==> src/rtl/c4_move_sequencer.sv <==
// Connect 4 turn scheduler: owns the board write port, places tokens, scans for wins.
// Optional macro C4_ALTERNATE_START_EN alternates the opening player between games.
module c4_move_sequencer #(
    parameter int COLS    = 7,
    parameter int ROWS    = 6,
    parameter int WIN_LEN = 4
) (
    input  logic       CLOCK_50,
    input  logic       Resetn,
    input  logic       start,
    input  logic       req_valid,
    input  logic [2:0] req_col,
    output logic       req_ready,
    output logic [5:0] rd_addr,
    input  logic [1:0] rd_data,
    output logic       wr_en,
    output logic [5:0] wr_addr,
    output logic [1:0] wr_data,
    output logic [1:0] cur_player,
    output logic       move_done,
    output logic       move_reject,
    output logic       win,
    output logic [1:0] winner,
    output logic       draw
);
    localparam int CELLS = ROWS * COLS;
    localparam int SW    = $clog2(WIN_LEN);
    localparam int NW    = $clog2(WIN_LEN + 1);
    localparam int HW    = $clog2(ROWS + 1);

    typedef enum logic [2:0] {IDLE, CLEAR, WAIT_REQ, WRITE, SCAN, OVER} state_t;

    state_t          state;
    logic [2:0]      row_q;
    logic [2:0]      col_q;
    logic [2:0]      side_q;
    logic [SW-1:0]   step_q;
    logic [NW-1:0]   cnt_q;
    logic [5:0]      moves_q;
    logic [HW-1:0]   col_count [COLS];
`ifdef C4_ALTERNATE_START_EN
    logic [1:0]      next_first;
`endif

    logic [2:0]      req_sel;
    logic            req_bad;
    logic [2:0]      land_row;
    logic [5:0]      land_addr;
    logic            hit;
    logic            win_now;
    logic            stay_side;
    logic [3:0]      nside;
    logic [NW-1:0]   cnt_inc;

    // Side index: bits [2:1] pick H, V, diag /, diag \; bit 0 selects the negative walk.
    function automatic void step_rc(input logic [2:0] side, input int step, input int row,
                                    input int col, output int r, output int c);
        int dr;
        int dc;
        case (side[2:1])
            2'd0:    begin dr = 0;  dc = 1; end
            2'd1:    begin dr = 1;  dc = 0; end
            2'd2:    begin dr = -1; dc = 1; end
            default: begin dr = 1;  dc = 1; end
        endcase
        if (side[0]) begin
            dr = -dr;
            dc = -dc;
        end
        r = row + dr * step;
        c = col + dc * step;
    endfunction

    function automatic logic cell_ok(input logic [2:0] side, input int step, input int row,
                                     input int col);
        int r;
        int c;
        step_rc(side, step, row, col, r, c);
        return (r >= 0) && (r < ROWS) && (c >= 0) && (c < COLS);
    endfunction

    function automatic logic [5:0] cell_addr(input logic [2:0] side, input int step,
                                             input int row, input int col);
        int r;
        int c;
        step_rc(side, step, row, col, r, c);
        return 6'(r * COLS + c);
    endfunction

    // Sides whose first cell is off the board are skipped without spending a cycle; 8 means none left.
    function automatic logic [3:0] first_side(input int from, input int row, input int col);
        logic [3:0] res;
        res = 4'd8;
        for (int s = 7; s >= 0; s--) begin
            if (s >= from && cell_ok(3'(s), 1, row, col)) res = 4'(s);
        end
        return res;
    endfunction

    always_comb begin
        req_sel   = (int'(req_col) < COLS) ? req_col : 3'd0;
        req_bad   = (int'(req_col) >= COLS) || (int'(col_count[req_sel]) == ROWS);
        land_row  = 3'(ROWS - 1 - int'(col_count[req_sel]));
        land_addr = 6'(int'(land_row) * COLS + int'(req_col));
        hit       = (rd_data == cur_player);
        cnt_inc   = cnt_q + NW'(hit);
        win_now   = hit && (int'(cnt_q) + 1 >= WIN_LEN);
        stay_side = hit && (int'(step_q) < WIN_LEN - 1) &&
                    cell_ok(side_q, int'(step_q) + 1, int'(row_q), int'(col_q));
        nside     = first_side((state == WRITE) ? 0 : int'(side_q) + 1, int'(row_q), int'(col_q));
    end

    assign rd_addr = cell_addr(side_q, int'(step_q), int'(row_q), int'(col_q));

    always_ff @(posedge CLOCK_50 or negedge Resetn) begin
        if (!Resetn) begin
            state       <= IDLE;
            req_ready   <= 1'b0;
            wr_en       <= 1'b0;
            wr_addr     <= '0;
            wr_data     <= '0;
            cur_player  <= 2'b01;
            move_done   <= 1'b0;
            move_reject <= 1'b0;
            win         <= 1'b0;
            winner      <= '0;
            draw        <= 1'b0;
            row_q       <= '0;
            col_q       <= '0;
            side_q      <= '0;
            step_q      <= '0;
            cnt_q       <= '0;
            moves_q     <= '0;
            for (int i = 0; i < COLS; i++) col_count[i] <= '0;
`ifdef C4_ALTERNATE_START_EN
            next_first  <= 2'b01;
`endif
        end else begin
            move_done   <= 1'b0;
            move_reject <= 1'b0;
            case (state)
                IDLE, OVER: begin
                    if (start) begin
                        state   <= CLEAR;
                        wr_en   <= 1'b1;
                        wr_addr <= '0;
                        wr_data <= '0;
`ifdef C4_ALTERNATE_START_EN
                        cur_player <= next_first;
                        next_first <= {next_first[0], next_first[1]};
`else
                        cur_player <= 2'b01;
`endif
                    end
                end
                CLEAR: begin
                    if (wr_addr == 6'(CELLS - 1)) begin
                        state     <= WAIT_REQ;
                        wr_en     <= 1'b0;
                        req_ready <= 1'b1;
                        moves_q   <= '0;
                        win       <= 1'b0;
                        winner    <= '0;
                        draw      <= 1'b0;
                        for (int i = 0; i < COLS; i++) col_count[i] <= '0;
                    end else begin
                        wr_addr <= wr_addr + 6'd1;
                    end
                end
                WAIT_REQ: begin
                    if (req_valid) begin
                        if (req_bad) begin
                            move_reject <= 1'b1;
                        end else begin
                            state     <= WRITE;
                            req_ready <= 1'b0;
                            row_q     <= land_row;
                            col_q     <= req_col;
                            wr_en     <= 1'b1;
                            wr_addr   <= land_addr;
                            wr_data   <= cur_player;
                        end
                    end
                end
                WRITE: begin
                    state             <= SCAN;
                    wr_en             <= 1'b0;
                    col_count[col_q]  <= col_count[col_q] + HW'(1);
                    moves_q           <= moves_q + 6'd1;
                    side_q            <= nside[2:0];
                    step_q            <= SW'(1);
                    cnt_q             <= NW'(1);
                end
                SCAN: begin
                    if (win_now || (!stay_side && nside[3])) begin
                        move_done <= 1'b1;
                        if (win_now) begin
                            win    <= 1'b1;
                            winner <= cur_player;
                            state  <= OVER;
                        end else if (moves_q == 6'(CELLS)) begin
                            draw  <= 1'b1;
                            state <= OVER;
                        end else begin
                            cur_player <= ~cur_player;
                            req_ready  <= 1'b1;
                            state      <= WAIT_REQ;
                        end
                    end else if (stay_side) begin
                        step_q <= step_q + SW'(1);
                        cnt_q  <= cnt_inc;
                    end else begin
                        // The run count carries from the + side into the - side of the same line.
                        side_q <= nside[2:0];
                        step_q <= SW'(1);
                        cnt_q  <= (nside[2:1] == side_q[2:1]) ? cnt_inc : NW'(1);
                    end
                end
                default: state <= IDLE;
            endcase
        end
    end
endmodule
==> config.mk <==
export PLATFORM = sky130hd
export DESIGN_NAME = c4_move_sequencer
export DESIGN_NICKNAME = d
export VERILOG_FILES = /design/src/rtl/c4_move_sequencer.sv
export SDC_FILE = /design/constraint.sdc
export NUM_CORES = 1
export LEC_CHECK = 0
export CORE_ASPECT_RATIO = 1.5
export CORE_MARGIN = 1.5
export CORE_UTILIZATION = 50
export DETAILED_ROUTE_END_ITERATION = 10
export HOLD_SLACK_MARGIN = 0.15
export PLACE_DENSITY = 0.72
export SKIP_LAST_GASP = 1
export SLEW_MARGIN = 20
export SYNTH_ARGS = -nofsm -noshare
export SYNTH_HDL_FRONTEND = slang
export SYNTH_SLANG_ARGS = --single-unit
==> constraint.sdc <==
create_clock -name CLOCK_50 -period 7.18 [get_ports CLOCK_50]
set_clock_uncertainty 0.15 [all_clocks]
set_input_delay 1.077 -clock CLOCK_50 [delete_from_list [all_inputs] [get_ports CLOCK_50]]
set_output_delay 1.077 -clock CLOCK_50 [all_outputs]
set_load 0.005 [all_outputs]
* Word level (Yosys, flattened, before mapping) *
Cells that the tools add are included.

operators by class
  $add $sub $neg = 21
  multipliers = 6
  divide/modulo/power cells = 0
  order comparisons = 31
  eq/ne operators = 24
  shifts and indexed selects = 0
  multiplexer cells = 87
  bitwise gates (word level) = 4
  reductions and logical operators = 61

operators by type and width
  cell                    count
  $add A4 B32 Y32         3
  $ge A32 B1 Y1 const B   2
  $lt A32 B4 Y1 const B   2
  $mul A32 B4 Y32         2
  $mux W32                2
  $pmux W32 S2            1
  $mux W3                 18
  $pmux W21 S2            1
  $mux W4                 9
  $logic_and A1 B1 Y1     35
  $mul A32 B3 Y32         1
  $mul A32 B3 Y6          1
  $mul A32 B4 Y6 const B  1
  $neg A1 Y32             1
  $neg A32 Y32            1
  $mux W6                 5
  $reduce_and A5 Y1       5
  $mux W2                 12
  $ne A2 B2 Y1 const B    12
  $bwmux W21              1
  $mux W1                 21
  $mux W21                1
  $bmux W3 S3             2
  $pmux W6 S3             1
  other kinds (56)        94

storage, ports and cells
  bits in registers = 62
  bits in latches = 0
  memory bits (writable) = 0
  memory bits (read-only) = 0
  input bits = 9
  output and inout port bits = 24
  logic and storage cells = 258
  memories kept = 0

* Longest topological paths before layout *
  word-level depth = 19
  gate-level depth with buffers = 27
  gate-level depth less buffers = 26

* Worst setup path before layout *
Ideal clock, no wire load.

  kind = register to output
  start = register side_q[2]
  end = output rd_addr[5]
  data arrival time = 5.013 ns
  data required time = 5.953 ns
  slack = 0.940 ns
  cell stages (with the launch flop) = 21
  path buffers = 1
  cell sequence = dfrtp_1 > clkbuf_1 > a21o_1 > nand2_1 > ha_1 > inv_1 > fa_1 > fa_1 > inv_1 > ha_1 > ha_1 > inv_1 > fa_1 > inv_1 > fa_1 > ha_1 > a21o_1 > a21oi_1 > xnor2_1 > xnor2_1 > xnor2_1

on the way
  word-level cells in the longest chain between the ends = 8
  elaborated cells between the ends (all ways) = 15
  classes of those cells = add/sub (5); mul (3); eq/ne (2); mux (4); reduce/logical (1)

ends and longest elaborated chain
  item                                              RTL line  RTL
  start: declaration                                36        logic [2:0] side_q;
  start signal: assignment                          190       side_q <= nside[2:0];
  start signal: assignment                          214       side_q <= nside[2:0];
  $eq A2 B2 Y1 or $logic_not A2 Y1 (tied branches)  60        case (side[2:1])
  $pmux W32 S2                                      60
  $neg A32 Y32                                      67        dr = -dr;
  $mux W32                                          66        if (side[0]) begin
  $mul A32 B3 Y32                                   70        r = row + dr * step;
  $add A4 B32 Y32                                   70
  $mul A32 B4 Y6                                    87        return 6'(r * COLS + c);
  $add A6 B6 Y6 (*)                                 87
  end: declaration                                  14        output logic [5:0] rd_addr,

Every way passes the cells marked *; elsewhere a longest branch is shown, timed or not.

* Worst setup path in the final report *
  start = register side_q[0]
  end = output rd_addr[5]

on the way
  word-level cells in the longest chain between the ends = 5
  elaborated cells between the ends (all ways) = 8
  classes of those cells = add/sub (3); mul (3); mux (2)

ends and longest elaborated chain
  item               RTL line
  $mux W32           66
  $mul A32 B3 Y32    70
  $add A4 B32 Y32    70
  $mul A32 B4 Y6     87
  $add A6 B6 Y6 (*)  87

Marks and branches as above.

==> impl_metrics.env <==
export IMPL_status="finished, final reports clean"
export IMPL_ys_top_cells_by_count="141 x ha_1, 92 x inv_1, 90 x nand2_1"
export IMPL_synth_fa_ha_area_frac=0.2719
export IMPL_cts_sinks=62
export IMPL_drive_gt1_frac=0.06081
export IMPL_ys_warn_count=0
export IMPL_syn_avg_cell_area_um2=8.375
export IMPL_hp_class="register to register"
export IMPL_seq_area_frac_synth=0.1832
export IMPL_wl_per_cell_um=18.18
export IMPL_yosysMostFrequentCell="ha_1"
export IMPL_maxCapViolCount=0
export IMPL_cts_root_buf="clkbuf_16"
export IMPL_drtPass1Iterations=5
export IMPL_die_h_um=162.5
export IMPL_core_area_mm2=0.01669
export IMPL_r2r_start="side_q[2]"
export IMPL_synth_top_family_by_area="adder cells"
export IMPL_io_pins=33
export IMPL_path_clk_slew_ns=0.05
export IMPL_die_area_mm2=0.01776
export IMPL_top_layer_used="met4"
export IMPL_grt_pass1_wl_mm=38.27
export IMPL_rsz0062_at_grt="false"
export IMPL_drc=0
export IMPL_required_ns=5.95
export IMPL_clkLatencyLatePin_ns=0.34
export IMPL_utilization=0.5588
export IMPL_end_kind="output pin"
export IMPL_nNetsFinal=1209
export IMPL_finalCritPeriodShare=0.9658
export IMPL_synth_simple_area_share=0.1873
export IMPL_crit_start="side_q[0]"
export IMPL_fmax_mhz=144.2
export IMPL_hold_start="win"
export IMPL_crit_slowest_cell="fa_1"
export IMPL_synth_nets=1189
export IMPL_cp_num_buf_inv=5
export IMPL_synth_top_area_cell="ha_1"
export IMPL_crit_top_cell="ha_1"
export IMPL_cp_top_family="adder cells"
export IMPL_relSlewSlack=0.4039
export IMPL_area_delta_synth_final_pct=10.04
export IMPL_grt_pass1_vias=8052
export IMPL_final_hold_viol_count=0
export IMPL_path_cells="ha_1 > a21o_4 > nand2_1 > ha_1 > inv_1 > fa_1 > fa_1 > inv_1 > ha_1 > ha_1 > inv_1 > fa_1 > inv_1 > fa_1 > ha_1 > a21o_1 > a21oi_2 > xnor2_1 > xnor2_1 > xnor2_1 > dlygate4sd2_1"
export IMPL_synth_edf_count=0
export IMPL_ant_nets=0
export IMPL_synth_compound_area_frac=0.2195
export IMPL_antenna_found_initial=0
export IMPL_chipWidth_um=109.3
export IMPL_syn_area_mm2=0.008476
export IMPL_cts_tree="built"
export IMPL_dpl_hpwl_mm=17.81
export IMPL_yosys_mux_area_fraction=0.04074
export IMPL_overflow=0
export IMPL_grt_usage=0.2733
export IMPL_via_count=7723
export IMPL_numCtsBuffers=9
export IMPL_routed_wl_mm=22.65
export IMPL_clockBufferDepth=2
export IMPL_drt_iter0_markers=459
export IMPL_critical_path_max_fanout=9
export IMPL_finalSetupViolations=0
export IMPL_start_util=0.5078
export IMPL_met2_length_mm=11.97
export IMPL_syn_inst=1012
export IMPL_wl_met1_mm=8.439
export IMPL_cts_hold_buf=0
export IMPL_criticalPathCategory="register to output pin"
export IMPL_worst_pin_slew_ns=0.8859
export IMPL_synth_seq_cells=62
export IMPL_yosysTopAreaCellShare=0.2081
export IMPL_yosys_most_used_dff="dfrtp_1"
export IMPL_async_flop_share=1.000
export IMPL_post_route_min_period_ns=6.934
export IMPL_max_stage_delay_ns=0.55
export IMPL_wl_met3_um=922
export IMPL_gp_congestion=0.9478
export IMPL_n_antenna_cell=0
export IMPL_synth_area_top_cells="ha_1 21%, dfrtp_1 18%, fa_1 6.4%"
export IMPL_viasPerCell=6.198
export IMPL_rows=58
export IMPL_slew_violations=0
export IMPL_arrival_ns=5.71
export IMPL_setup_tns_ns=0
export IMPL_port_buffers=32
export IMPL_grt_max_degree=63
export IMPL_synth_xor_area_frac=0.04030
export IMPL_critPathLaunchType="register"
export IMPL_htreeDepth=3
export IMPL_yosysUniqueCellTypes=77
cells in the final DEF, fill, tap and decap left out, types with 14 or more instances in the layout:
master / count
nand4_1: 19
nand2_1: 90
o211ai_1: 17
a21oi_1: 50
a22o_1: 19
nand3_1: 23
nor3_1: 25
fa_1: 27
inv_1: 92
ha_1: 141
clkdlybuf4s50_1: 30
o21ai_0: 62
and2_1: 21
xor2_1: 17
nor2_1: 69
dfrtp_1: 60
nand2b_1: 14
xnor2_1: 21
a21o_1: 23
flip-flops by register name, indices dropped and copies added, names as in the netlist:
signal / cells
col_count: 21
moves_q: 6
wr_addr: 6
cnt_q: 3
col_q: 3
row_q: 3
side_q: 3
state: 3
cur_player: 2
step_q: 2
winner: 2
wr_data: 2
draw: 1
move_done: 1
move_reject: 1
req_ready: 1
win: 1
wr_en: 1
layout make-up:
cell class                 count  area, µm²
clock inverter                 3      42.54
timing repair buffer          42      389.1
fill                        1584       7365
inverter                      94      352.8
clock buffer                  12      266.5
tap                          210      262.8
sequential                    62       1554
multi-input combinational    823       6459
per-stage QoR:
stage	setup slack, ns	std cells	hold WS, ns	area, µm²
2_1_floorplan	0.9397	1012	0.3020	8476
3_3_place_gp	0.2522	1230	0.3176	8991
3_5_place_dp	0.1010	1230	0.3196	8991
4_1_cts	0.2358	1246	0.3314	9326
5_1_grt	0.002085	1246	0.3556	9326
6_report	0.2455	1246	0.3271	9326
what timing repair did:
item	CTS	global route
buffers inserted	1	0
setup endpoints to repair	1	0
resized for setup	5	0
final timing paths:
kind	cells past startpoint	slack [ns]	to
max	21	0.25	rd_addr[5]
min	1	0.33	win
max reg2reg	25	0.43	side_q[0]
min reg2reg	1	0.33	win
max in group asynchronous	2	5.53	side_q[0]
min in group asynchronous	2	0.76	win
worst register-to-register path, stage by stage (launching register included):
cell and delay (ns):
dfrtp_1 0.39, buf_4 0.17, nand2b_1 0.22, and2_1 0.23
nand2_1 0.10, inv_1 0.06, ha_1 0.29, ha_1 0.30
fa_1 0.55, inv_1 0.07, fa_1 0.45, nand2b_1 0.16
a21oi_1 0.25, a21oi_1 0.17, o21ai_0 0.18, ha_1 0.25
or4_1 0.51, a221oi_1 0.25, o2111ai_1 0.16, nor4_1 0.27
nand4_1 0.13, nor4_1 0.39, and4_1 0.28, a21boi_2 0.15
nor2_4 0.21, mux2_4 0.31
metal layers:
layer | up-vias | global-route usage
met2 | 223 | 0.5014
met1 | 3677 | 0.2814
met3 | 90 | 0.05402
li1 | 3733 | -
met4 | 0 | 0.1576
met5 | - | 0
cell families after synthesis:
logic type,Yosys count
AOI/OAI and AO/OA,273
xor gates and xnor gates,39
adders and majority gates,168
buffers and inverters,127
DFF,62
muxes,26
and+or+nand+nor,317
Power is left out: the tool's default activity adds up to more than one toggle a clock period on the data nets, which glitch-free logic cannot reach.
